===== src/rtl/bch_serial_encoder.sv =====
// Bit-serial systematic BCH encoder.
//
// The K_P message bits pass straight through to the output with no added latency. While they
// pass, a parity LFSR divides the message by the generator polynomial. The N_P-K_P remainder
// bits then follow, highest degree first. Both sides use a valid/ready handshake.
//
// Ports:
//   clk        rising-edge clock
//   rst_n      asynchronous active-low reset
//   in_valid   message bit offered
//   in_ready   message bit accepted this cycle
//   in_data    message bit, highest-degree coefficient first
//   out_valid  codeword bit presented
//   out_ready  downstream accepts the codeword bit
//   out_data   codeword bit (message bits, then parity bits)
//   out_last   current bit is the final parity bit
module bch_serial_encoder #(
    parameter int unsigned                N_P        = 15,
    parameter int unsigned                K_P        = 7,
    parameter logic [N_P-K_P:0]           GEN_POLY_P = 9'h1D1
) (
    input  logic clk,
    input  logic rst_n,
    input  logic in_valid,
    output logic in_ready,
    input  logic in_data,
    output logic out_valid,
    input  logic out_ready,
    output logic out_data,
    output logic out_last
);

    localparam int unsigned P    = N_P - K_P;
    localparam int unsigned CntW = (N_P > 1) ? $clog2(N_P) : 1;

    // Reject parameter sets that cannot describe a valid code.
    if (K_P < 1 || N_P <= K_P) begin : g_bad_len
        $fatal(1, "bch_serial_encoder: need K_P >= 1 and N_P > K_P");
    end else if (GEN_POLY_P[P] != 1'b1 || GEN_POLY_P[0] != 1'b1) begin : g_bad_poly
        $fatal(1, "bch_serial_encoder: generator must have x^P and x^0 terms");
    end

    typedef enum logic {StMsg, StPar} state_e;

    state_e          state_q, state_d;
    logic [P-1:0]    r_q, r_d;
    logic [CntW-1:0] cnt_q, cnt_d;
    logic            fb;

    always_ff @(posedge clk or negedge rst_n) begin
        if (!rst_n) begin
            state_q <= StMsg;
            r_q     <= '0;
            cnt_q   <= '0;
        end else begin
            state_q <= state_d;
            r_q     <= r_d;
            cnt_q   <= cnt_d;
        end
    end

    always_comb begin
        state_d   = state_q;
        r_d       = r_q;
        cnt_d     = cnt_q;
        fb        = 1'b0;
        in_ready  = 1'b0;
        out_valid = 1'b0;
        out_data  = 1'b0;
        out_last  = 1'b0;

        unique case (state_q)
            StMsg: begin
                // The message path is combinational: the sink sees the source directly.
                out_valid = in_valid;
                out_data  = in_data;
                in_ready  = out_ready;
                if (in_valid && out_ready) begin
                    fb  = in_data ^ r_q[P-1];
                    r_d = (r_q << 1) ^ (fb ? GEN_POLY_P[P-1:0] : '0);
                    if (cnt_q == CntW'(K_P - 1)) begin
                        cnt_d   = '0;
                        state_d = StPar;
                    end else begin
                        cnt_d = cnt_q + 1'b1;
                    end
                end
            end
            StPar: begin
                out_valid = 1'b1;
                out_data  = r_q[P-1];
                out_last  = (cnt_q == CntW'(P - 1));
                if (out_ready) begin
                    if (out_last) begin
                        state_d = StMsg;
                        r_d     = '0;
                        cnt_d   = '0;
                    end else begin
                        r_d   = r_q << 1;
                        cnt_d = cnt_q + 1'b1;
                    end
                end
            end
            default: begin
                state_d = StMsg;
            end
        endcase
    end

endmodule


===== config.mk =====
export PLATFORM = sky130hd
export DESIGN_NAME = bch_serial_encoder
export DESIGN_NICKNAME = d
export VERILOG_FILES = /design/src/rtl/bch_serial_encoder.sv
export SDC_FILE = /design/constraint.sdc
export NUM_CORES = 1
export LEC_CHECK = 0
export BUFFER_PORTS_ARGS = -buffer_cell sky130_fd_sc_hd__buf_4
export CORE_AREA = 2 2 42 44
export CTS_CLUSTER_SIZE = 40
export DETAILED_ROUTE_END_ITERATION = 8
export DIE_AREA = 0 0 44 46
export PLACE_DENSITY = 0.71
export SLEW_MARGIN = 10
export SYNTH_ARGS = -nofsm -noshare
export SYNTH_HDL_FRONTEND = slang
export SYNTH_SLANG_ARGS = --single-unit

===== constraint.sdc =====
create_clock -name clk -period 1.2 [get_ports clk]
set_clock_uncertainty 0.1 [all_clocks]
set_input_delay 0.12 -clock clk [delete_from_list [all_inputs] [get_ports clk]]
set_output_delay 0.12 -clock clk [all_outputs]
set_load 0.05 [all_outputs]

Word level (Yosys, flattened, before mapping). Index checks and enable logic that the tools add are counted.

Bits of input ports: 5. Logic and storage cells: 32. Bits in registers: 13. Output and inout bits: 4.

Muxes and demuxes: 19. Equal/unequal tests: 4. Bitwise logic cells: 3. Add/sub/neg operators: 1. Reductions and logical operators: 2.

Operator list (number): $mux 8 (4); $mux 4 (4); $pmux 8 s2 (1); $eq 4x3->1 const B (2); $pmux 4 s2 (1); $xor 8x8->8 (1); $mux 1 (6); $pmux 1 s2 (3); $add 4x1->4 const B (1); $ne 2x2->1 const B (2); $reduce_and 2->1 (1); $logic_and 1x1->1 (1); $not 1->1 (1); $xor 1x1->1 (1).

Depth between registers and ports, before layout. Gate-level depths: netlist of run 1.

Word-level depth: 5. Gate-level depth with buffers: 5. Mapped depth without buffers: 5.

Worst setup path after synthesis of run 1. Ideal clock, no wire load.

Kind: register to output. Start point: register state_q. End point: output port in_ready. Slack: -0.293 ns. Stages on the path, launching flop included: 3. Data arrival time: 1.273 ns. Path through: dfrtp_1 -> buf_2 -> nor2b_1.

Cells in the longest elaborated chain, start to end: 1.

RTL lines: from (decl) (RTL line 45) `state_e state_q, state_d;`; from (signal assigned) (RTL line 52) `state_q <= StMsg;`; from (signal assigned) (RTL line 56) `state_q <= state_d;`; $mux 1 (RTL line 72) `unique case (state_q)`; to (decl) (RTL line 25) `output logic in_ready,`.

No other way between the ends.

Worst setup path in the final report of run 1.
Start point: register state_q. End point: output port out_valid.

Cells in the longest elaborated chain, start to end: 2.

RTL lines: $not 1->1; $pmux 1 s2 (*) (RTL line 72); to (decl) (RTL line 27) `output logic out_valid,`.

Every way passes the cells marked *; elsewhere a longest branch is shown, timed or not.

==> run_results.csv, run 1 <==
group,metric,value,unit
die,ios,9,
worst_setup_path,cpMaxStageDelayCell,"dfrtp_2",
yosys,yosysSeqAreaShare,44.7,%
worst_setup_path,cp_cell_sequence,"buf_6 -> or2_4 -> buf_8",
cells_and_area,fin_nets,108,
clocking,numClockSinks,13,
sta,period_minus_slack,1.47,ns
clocking,htreeDepth,1,
die,rows,15,
placement,io_buffers,8,
sta,timing.final.crit_share,122,%
yosys,syn_inst,68,
die,die_w,44,µm
global_routing,grt_pass1_wl,2.48,mm
sta,tightest_slew,0.249,ns
placement,post-place-ws,-0.151,ns
cells_and_area,drive_gt1_share,52.5,%
power_and_ir_drop,design_power_total,2.71,mW
cells_and_area,diodes,0,
yosys,synth.distinct_cells,32,
yosys,yosysMostFrequentCell,"dfrtp_1",
global_routing,grt_overflow,0,
worst_setup_path,cp-start-kind,"flop",
yosys,synth_common_cells,"dfrtp_1 (13), nand2_1 (8), a22o_1 (4), inv_1 (4)",
sta,relSlewSlack,83.3,%
yosys,synth-edff-count,0,
drt,dr.pass1.iters,4,
yosys,synth_flop_cell,"dfrtp_1",
yosys,ys_seq_elements,13,
die,dieArea,2020,µm²
sta,rsz0062_at_grt,"yes",
clocking,cts_tree,"done",
worst_setup_path,endpoint_kind,"primary output",
yosys,synth.avg_cell_area,10.7,µm²
yosys,synth_top_area_share,44.7,%
sta,clock.fmax,683,MHz
sta,setup_slack,-0.265,ns
clocking,numCtsBuffers,3,
clocking,clk-insertion-delay-late,0.28,ns
clocking,cts_buffer_depth,2,
yosys,synthTopCellsByArea,"dfrtp_1 (45%), ha_1 (5.2%), o211ai_2 (5.2%), a22o_1 (4.8%), nand2_1 (4.1%)",
global_routing,antenna_found_initial,0,
min_path,holdPathStages,3,
sta,slew_viol_final,0,
drt,drtIter0Drc,24,
global_routing,grtUsageTotal,17.6,%
yosys,yosysTopAreaCell,"dfrtp_1",
clocking,clock-root-buffer,"clkbuf_4",
power_and_ir_drop,p_per_area,2480,nW/µm²
worst_setup_path,crit_arrival,1.25,ns
die,start_util,45.1,%
status,violations,"negative setup slack",
placement,gp_congestion,0.832,
yosys,synthesis.area,728,µm²
placement,dp_hpwl,1.08,mm
yosys,syn_nets,76,
cells_and_area,final_util,67.8,%
worst_setup_path,crit_required,0.98,ns
status,status,"complete, but fails checks",
global_routing,grt_pass1_vias,540,
global_routing,grt_max_degree,14,
clocking,path_clk_slew,0.08,ns
power_and_ir_drop,cellLeakagePower,0.532,nW
min_path,hp-class,"input port to flop",
drt,vias,681,
die,core,1610,µm²
sta,setup-violations-final,17,
yosys,synthArstFlopShare,100,%
run,cap_violations,0,
sta,hold_viol,0,
worst_setup_path,critPathMaxStageDelay,0.46,ns
worst_setup_path,crit_fanout,5,
worst_setup_path,critPathKind,"flop to primary output",
yosys,yosysWarningCount,0,
drt,drc,0,
placement,dp.cells,103,
drt,postRouteAntennaNets,0,
cells_and_area,syn_to_final_growth,50.2,%
drt,via_per_inst,5.87,
sta,whs,0.0854,ns
power_and_ir_drop,peakVddDrop,1260,µV
drt,post_drt_wl_per_cell,15.1,µm
worst_setup_path,rr_worst_depth,6,
drt,wirelength,1.76,mm
die,die_h,46,µm
cells_and_area,final_cells,116,
[cells in the final DEF, fill, tap and decap left out, drive strengths merged, types with 3 or more instances in the layout]
master	Yosys	routed
a22o	4	4
buf	3	29
clkbuf	0	4
dfrtp	13	13
ha	3	3
inv	4	3
nand2	8	8
o2111ai	3	3
o211ai	4	4
o21ai	4	4
[final timing paths]
kind	from	end	slack [ns]
setup / recovery	state_q	out_valid	-0.27
hold / removal	out_ready	cnt_q[1]	0.09
setup reg to reg	cnt_q[0]	cnt_q[3]	-0.24
hold reg to reg	r_q[1]	r_q[2]	0.41
max in group asynchronous	rst_n	state_q	0.71
min in group asynchronous	rst_n	cnt_q[1]	0.11
[repair_timing]
item                                   CTS  global route
buffers inserted                         6             2
gates resized for setup                  9             7
pin swaps                                5             4
hold buffers                             1             0
setup endpoints to repair               17            17
endpoints found under the hold margin   13             0
[routing by layer]
| layer | vias up | global-route usage (%) | part of all wire (%) | wire length, µm |
|---|---|---|---|---|
| met5 | - | 0 | 0 | 0 |
| met4 | 0 | 9.09 | 1.7 | 30 |
| met3 | 4 | 4.76 | 6.6 | 116 |
| met2 | 29 | 26.2 | 48 | 846 |
| met1 | 333 | 23.2 | 43 | 762 |
| li1 | 315 | - | - | - |
[power by group]
| group | total (mW) | switching, mW | internal, mW |
|---|---|---|---|
| clock network | 0.278 | 0.149 | 0.129 |
| logic | 1.55 | 0.676 | 0.877 |
| registers | 0.879 | 0.228 | 0.652 |
| total | 2.71 | 1.05 | 1.66 |
[area by class of cell]
cell class                 count  area, µm²
timing repair buffer          30        265
multi-input combinational     48        430
sequential                    13        329
clock buffer                   4       26.3
inverter                       4       21.3
fill                          98        520
tap                           17       21.3
[through the flow]
step / instance area (µm²) / TNS (ns)
final: 1090 / -3.42
after global routing: 1090 / -4.08
after CTS: 1050 / -3.32
after detailed placement: 935 / -1.73
after global placement: 935 / -1.39
after floorplan: 777 / -0.534
[sequential cells by signal (all words and copies together), names as in the netlist]
register,count
cnt_q,4
r_q,8
state_q,1
[kinds of logic after synthesis]
| family | Yosys count | synth area share (%) |
|---|---|---|
| mux | 1 | 1.55 |
| xor+xnor | 2 | 2.41 |
| buf+inv | 7 | 4.98 |
| flops | 13 | 44.7 |
| compound gates | 22 | 24.2 |
| simple gates | 20 | 17.0 |
| fa+ha+maj | 3 | 5.16 |
[worst max-delay path, delay by kind of cell (launching register included)]
kind	cells	cell delay, ns
buffers and inverters	2	0.29
flip-flops	1	0.46
AND/OR/NAND/NOR	1	0.22
No activity file was read; power rests on OpenSTA's default activity.
==> run 2, diff against run 1 <==
--- a/config.mk
+++ b/config.mk
@@ -10,7 +10,7 @@
 export CTS_CLUSTER_SIZE = 40
 export DETAILED_ROUTE_END_ITERATION = 8
 export DIE_AREA = 0 0 44 46
-export PLACE_DENSITY = 0.71
+export PLACE_DENSITY = 0.68
 export SLEW_MARGIN = 10
 export SYNTH_ARGS = -nofsm -noshare
 export SYNTH_HDL_FRONTEND = slang
==> constraint.sdc (replaced) <==
create_clock -name clk -period 1.9 [get_ports clk]
set_clock_uncertainty 0.1 [all_clocks]
set_input_delay 0.19 -clock clk [delete_from_list [all_inputs] [get_ports clk]]
set_output_delay 0.19 -clock clk [all_outputs]
set_load 0.05 [all_outputs]
==> run 2 against run 1 <==
- the flow now finishes without violations
- critical path type unchanged
- die area unchanged
- worst setup slack better by 0.41 ns
- non-clock buffer count fell by 20
- global-route usage is 3.2 points lower
- count of clock-buffer cells in the layout stayed put
- utilization decreased by 16 points
- total power decreased by 54%
- design area fell by 24%
- sequential power decreased by 38%
- clock power down 38%
- critical path depth increased by 1
- hold slack improved by 0.080 ns
- largest power group is now registers
==> run_results.csv, run 2 (synthesis gave the netlist of run 1 again) <==
group,metric,value,unit
cells_and_area,drive_gt1_share,27.8,%
sta,setup_slack,0.149,ns
sta,rsz0062_at_grt,"no",
drt,post_drt_wl_per_cell,14.1,µm
global_routing,antenna_found_initial,0,
drt,dr.pass1.iters,4,
die,die_w,44,µm
drt,via_per_inst,5.67,
cells_and_area,final_util,51.6,%
cells_and_area,final_common_cell,"dfrtp_1",
sta,setup-violations-final,0,
die,core,1610,µm²
worst_setup_path,crit_fanout,6,
worst_setup_path,critPathTopFamily,"flip-flops",
run,cap_violations,0,
global_routing,grt_max_degree,14,
sta,clock.fmax,571,MHz
worst_setup_path,crit_arrival,1.46,ns
placement,gp_congestion,0.833,
cells_and_area,top_regs,"r_q x8, cnt_q x4, state_q x1",
cells_and_area,largest_reg_flops,8,
worst_setup_path,cpMaxStageDelayCell,"dfrtp_1",
status,status,"finished clean",
sta,finalSetupTns,0,ns
min_path,min_from,"in_valid",
cells_and_area,largest-register,"r_q",
clocking,clk-insertion-delay-late,0.27,ns
sta,whs,0.165,ns
placement,dp_hpwl,965,µm
power_and_ir_drop,design_power_total,1.26,mW
worst_setup_path,endpoint_kind,"primary output",
sta,period_minus_slack,1.75,ns
clocking,htreeDepth,1,
worst_setup_path,cp_cell_sequence,"ha_1 -> nand4b_2 -> inv_1 -> buf_4",
clocking,cts_buffer_depth,2,
die,start_util,45.1,%
sta,timing.final.crit_share,92.2,%
power_and_ir_drop,peakVddDrop,546,µV
sta,slew_viol_final,0,
global_routing,grt_pass1_vias,487,
worst_setup_path,rr_worst_depth,4,
clocking,cts_tree,"done",
power_and_ir_drop,cellLeakagePower,0.409,nW
worst_setup_path,ff2ff_setup_slack,0.41,ns
drt,drtIter0Drc,19,
worst_setup_path,critPathMaxStageDelay,0.44,ns
cells_and_area,fin_nets,88,
cells_and_area,diodes,0,
drt,vias,544,
die,dieArea,2020,µm²
clocking,post_cts_buffers,0,
worst_setup_path,rr_startpoint,"cnt_q[0]",
cells_and_area,final_cell_mix,"dfrtp_1 (13), buf_4 (9), nand2_1 (8)",
worst_setup_path,cp.depth,4,
placement,io_buffers,8,
global_routing,grtUsageTotal,14.3,%
worst_setup_path,crit_required,1.61,ns
sta,relSlewSlack,49.4,%
power_and_ir_drop,p_per_area,1510,nW/µm²
placement,post-place-ws,0.418,ns
worst_setup_path,critPathKind,"flop to primary output",
die,rows,15,
drt,postRouteAntennaNets,0,
global_routing,grt_pass1_wl,2.08,mm
clocking,numCtsBuffers,3,
worst_setup_path,crit_end,"out_last",
drt,drc,0,
sta,hold_viol,0,
sta,tightest_slew,0.753,ns
global_routing,grt_overflow,0,
min_path,hp-class,"input port to flop",
clocking,clock-root-buffer,"clkbuf_4",
worst_setup_path,crit_start,"cnt_q[0]",
worst_setup_path,cp-start-kind,"flop",
drt,wirelength,1.35,mm
cells_and_area,syn_to_final_growth,14.3,%
clocking,path_clk_slew,0.08,ns
worst_setup_path,rr_endpoint,"r_q[2]",
worst_setup_path,path_buf_inv,2,
die,ios,9,
die,die_h,46,µm
clocking,numClockSinks,13,
[run 2: routing by layer]
metal	track usage, %	share of wire, %
met4	6.67	0.89
met3	5.16	5.5
met5	0	0
met2	22.4	44
met1	17.6	50
[run 2: final cells by class]
cell class,instances,area [µm²]
multi-input cells,48,367
inverters,4,15.0
fillers,156,782
flip-flops and latches,13,325
repair buffers,10,77.6
well taps,17,21.3
clock buffers,4,26.3
[run 2: what timing repair did]
action                    4_1_cts  5_1_grt
hold endpoints to repair       13        0
hold buffers                    1        0
gates resized for setup         0        0
[run 2: where the power goes]
group          switching, mW  total (mW)  internal (mW)
logic                  0.294       0.536          0.242
clock network         0.0903       0.171         0.0812
registers              0.143       0.548          0.405
total                  0.527        1.26          0.729
[run 2: worst register-to-register path, stage by stage, from the launching register on]
cell and delay [ns]:
dfrtp_1 0.44, ha_1 0.26, nand4b_2 0.21, and2_4 0.21
a22o_1 0.18
[run 2: how the worst min path moves through the flow]
stage	cells past startpoint	endpoint	slack, ns
6_report	3	state_q	0.16
4_1_cts	3	cnt_q[1]	0.15
3_5_place_dp	1	cnt_q[2]	-0.06
3_3_place_gp	1	cnt_q[2]	-0.06
2_1_floorplan	0	cnt_q[0]	-0.21
5_1_grt	3	state_q	0.16
[run 2: per-stage QoR]
stage,area (µm²),instances
global route,832,96
finish,832,96
detailed placement,796,91
floorplan,728,68
CTS,832,96
global placement,796,91
==> run 3, diff against run 2 <==
--- a/config.mk
+++ b/config.mk
@@ -6,11 +6,11 @@
 export NUM_CORES = 1
 export LEC_CHECK = 0
 export BUFFER_PORTS_ARGS = -buffer_cell sky130_fd_sc_hd__buf_4
-export CORE_AREA = 2 2 42 44
+export CORE_AREA = 2 2 39 41
 export CTS_CLUSTER_SIZE = 40
 export DETAILED_ROUTE_END_ITERATION = 8
-export DIE_AREA = 0 0 44 46
-export PLACE_DENSITY = 0.68
+export DIE_AREA = 0 0 41 43
+export PLACE_DENSITY = 0.78
 export SLEW_MARGIN = 10
 export SYNTH_ARGS = -nofsm -noshare
 export SYNTH_HDL_FRONTEND = slang
==> run 3 against run 2 <==
- utilization up 7.9 points
- count of clock-buffer cells in the layout unchanged
- hold slack lost 0.010 ns
- total power down 1.9%
- sequential share of layout area is 0.42 points higher
- design area is 1.1% lower
- critical path depth unchanged
- global-route usage is 3.9 points higher
- worst setup slack got worse by 0.0043 ns
- first-iteration DRC count is 79% lower
- combinational power decreased by 7.5%
- via count grew 1.8%
- critical endpoint unchanged
- highest routed layer unchanged
==> run_results.csv, run 3 (synthesis gave the netlist of run 1 again) <==
group,metric,value,unit
status,status,"finished clean",
cells_and_area,largest_reg_flops,8,
worst_setup_path,crit_fanout,6,
clocking,path_clk_slew,0.08,ns
global_routing,grt_pass1_vias,505,
cells_and_area,final_common_cell,"dfrtp_1",
sta,setup_slack,0.145,ns
cells_and_area,fill_cells,110,
drt,vias,554,
global_routing,antenna_found_initial,0,
placement,dp.cells,89,
clocking,cts_buffer_depth,2,
power_and_ir_drop,clock_power_share,13.4,%
worst_setup_path,cp-start-kind,"flop",
power_and_ir_drop,power_frac_comb,40.2,%
run,cap_violations,0,
die,dieArea,1760,µm²
cells_and_area,syn_to_final_growth,13.1,%
placement,io_buffers,8,
worst_setup_path,rr_startpoint,"state_q",
worst_setup_path,endpoint_kind,"primary output",
clocking,htreeDepth,1,
die,die_h,43,µm
worst_setup_path,critPathKind,"flop to primary output",
cells_and_area,multi_input_area,367,µm²
drt,via_per_inst,5.89,
power_and_ir_drop,p_switching,0.516,mW
sta,timing.final.crit_share,92.4,%
clocking,cts_tree,"done",
drt,drtIter0Drc,4,
die,die_w,41,µm
cells_and_area,largest-register,"r_q",
worst_setup_path,critPathTopFamily,"flip-flops",
drt,drc,0,
cells_and_area,diodes,0,
sta,finalSetupTns,0,ns
placement,dp_hpwl,968,µm
cells_and_area,final_cells,94,
die,core,1380,µm²
sta,hold_viol,0,
die,rows,14,
sta,tightest_slew,0.711,ns
power_and_ir_drop,switching_share,41.9,%
cells_and_area,top_regs,"r_q x8, cnt_q x4, state_q x1",
clocking,post_cts_buffers,0,
worst_setup_path,crit_arrival,1.47,ns
worst_setup_path,crit_start,"cnt_q[0]",
sta,setup-violations-final,0,
cells_and_area,register_area,325,µm²
power_and_ir_drop,p_per_area,1500,nW/µm²
drt,postRouteAntennaNets,0,
worst_setup_path,path_buf_inv,2,
global_routing,grt_max_degree,15,
drt,wirelength,1.30,mm
placement,post-place-ws,0.341,ns
power_and_ir_drop,cellLeakagePower,0.404,nW
sta,period_minus_slack,1.76,ns
global_routing,grt_pass1_wl,2.18,mm
min_path,min_from,"out_ready",
drt,dr.pass1.iters,4,
sta,relSlewSlack,52.3,%
global_routing,grtUsageTotal,18.3,%
die,ios,9,
clocking,clk-insertion-delay-late,0.27,ns
sta,rsz0062_at_grt,"no",
die,start_util,52.6,%
sta,slew_viol_final,0,
cells_and_area,final_cell_mix,"dfrtp_1 (13), nand2_1 (8), buf_4 (8)",
worst_setup_path,critPathMaxStageDelay,0.43,ns
power_and_ir_drop,peakVddDrop,648,µV
placement,gp_congestion,0.760,
global_routing,grt_overflow,0,
min_path,hp-class,"input port to flop",
cells_and_area,fin_nets,87,
worst_setup_path,crit_required,1.61,ns
power_and_ir_drop,pwr-share-seq,46.3,%
worst_setup_path,cpMaxStageDelayCell,"dfrtp_1",
power_and_ir_drop,internal-power,0.715,mW
drt,post_drt_wl_per_cell,13.8,µm
clocking,clock-root-buffer,"clkbuf_4",
clocking,numClockSinks,13,
sta,clock.fmax,570,MHz
clocking,numCtsBuffers,3,
cells_and_area,drive_gt1_share,26.9,%
worst_setup_path,cp_cell_sequence,"ha_1 -> nand4b_2 -> inv_1 -> buf_4",
## run 3: cell types whose count changed in the layout (fill, tap and decap cells not counted)
cell / before / now
buf_4: 9 / 8
## run 3: final cells by class
type / instances / area share, %
multi-input combinational: 48 / 44.5
sequential: 13 / 39.5
timing repair buffer: 9 / 8.51
clock buffer: 4 / 3.19
tap: 16 / 2.43
inverter: 4 / 1.82
## run 3: worst paths after layout
kind | slack (ns) | end | cells after the start
max in group asynchronous | 1.34 | cnt_q[3] | 2
worst min register to register | 0.39 | r_q[0] | 2
min in group asynchronous | 0.19 | r_q[5] | 2
worst max register to register | 0.29 | r_q[4] | 3
worst min-delay path | 0.15 | cnt_q[1] | 3
worst max-delay path | 0.14 | out_last | 4
## run 3: worst register-to-register path: stages, from the launching register on
cell	delay, ns
dfrtp_1	0.53
o21ai_1	0.64
nand2_1	0.16
o211ai_2	0.10
## run 3: metrics by stage
step | total power, mW | hold WS [ns] | util [%] | instance area (µm²)
2_1_floorplan | 0.952 | -0.206 | - | 728
3_3_place_gp | 1.04 | -0.0603 | 56.9 | 787
3_5_place_dp | 1.07 | -0.0556 | 56.9 | 787
4_1_cts | 1.24 | 0.151 | 59.5 | 823
5_1_grt | 1.34 | 0.153 | 59.5 | 823
6_report | 1.23 | 0.155 | 59.5 | 823
## run 3: what timing repair did
item,CTS,global route
hold buffers,1,0
hold endpoints to repair,13,0
resized for setup,0,0
## run 3: per-layer routing
metal  global-route usage [%]  up-vias  wire [µm]
met5                        0        -          0
met1                     23.1      267        626
li1                         -      273          -
met4                     10.0        0         10
met3                     5.24        2         59
met2                     26.9       12        598
## run 3: power groups by stage
stage | clock (mW) | combinational, mW | sequential (mW)
after floorplan | 0 | 0.454 | 0.498
after global placement | 0 | 0.480 | 0.564
after detailed placement | 0 | 0.495 | 0.574
after CTS | 0.173 | 0.499 | 0.569
after global routing | 0.189 | 0.553 | 0.594
final | 0.166 | 0.496 | 0.570
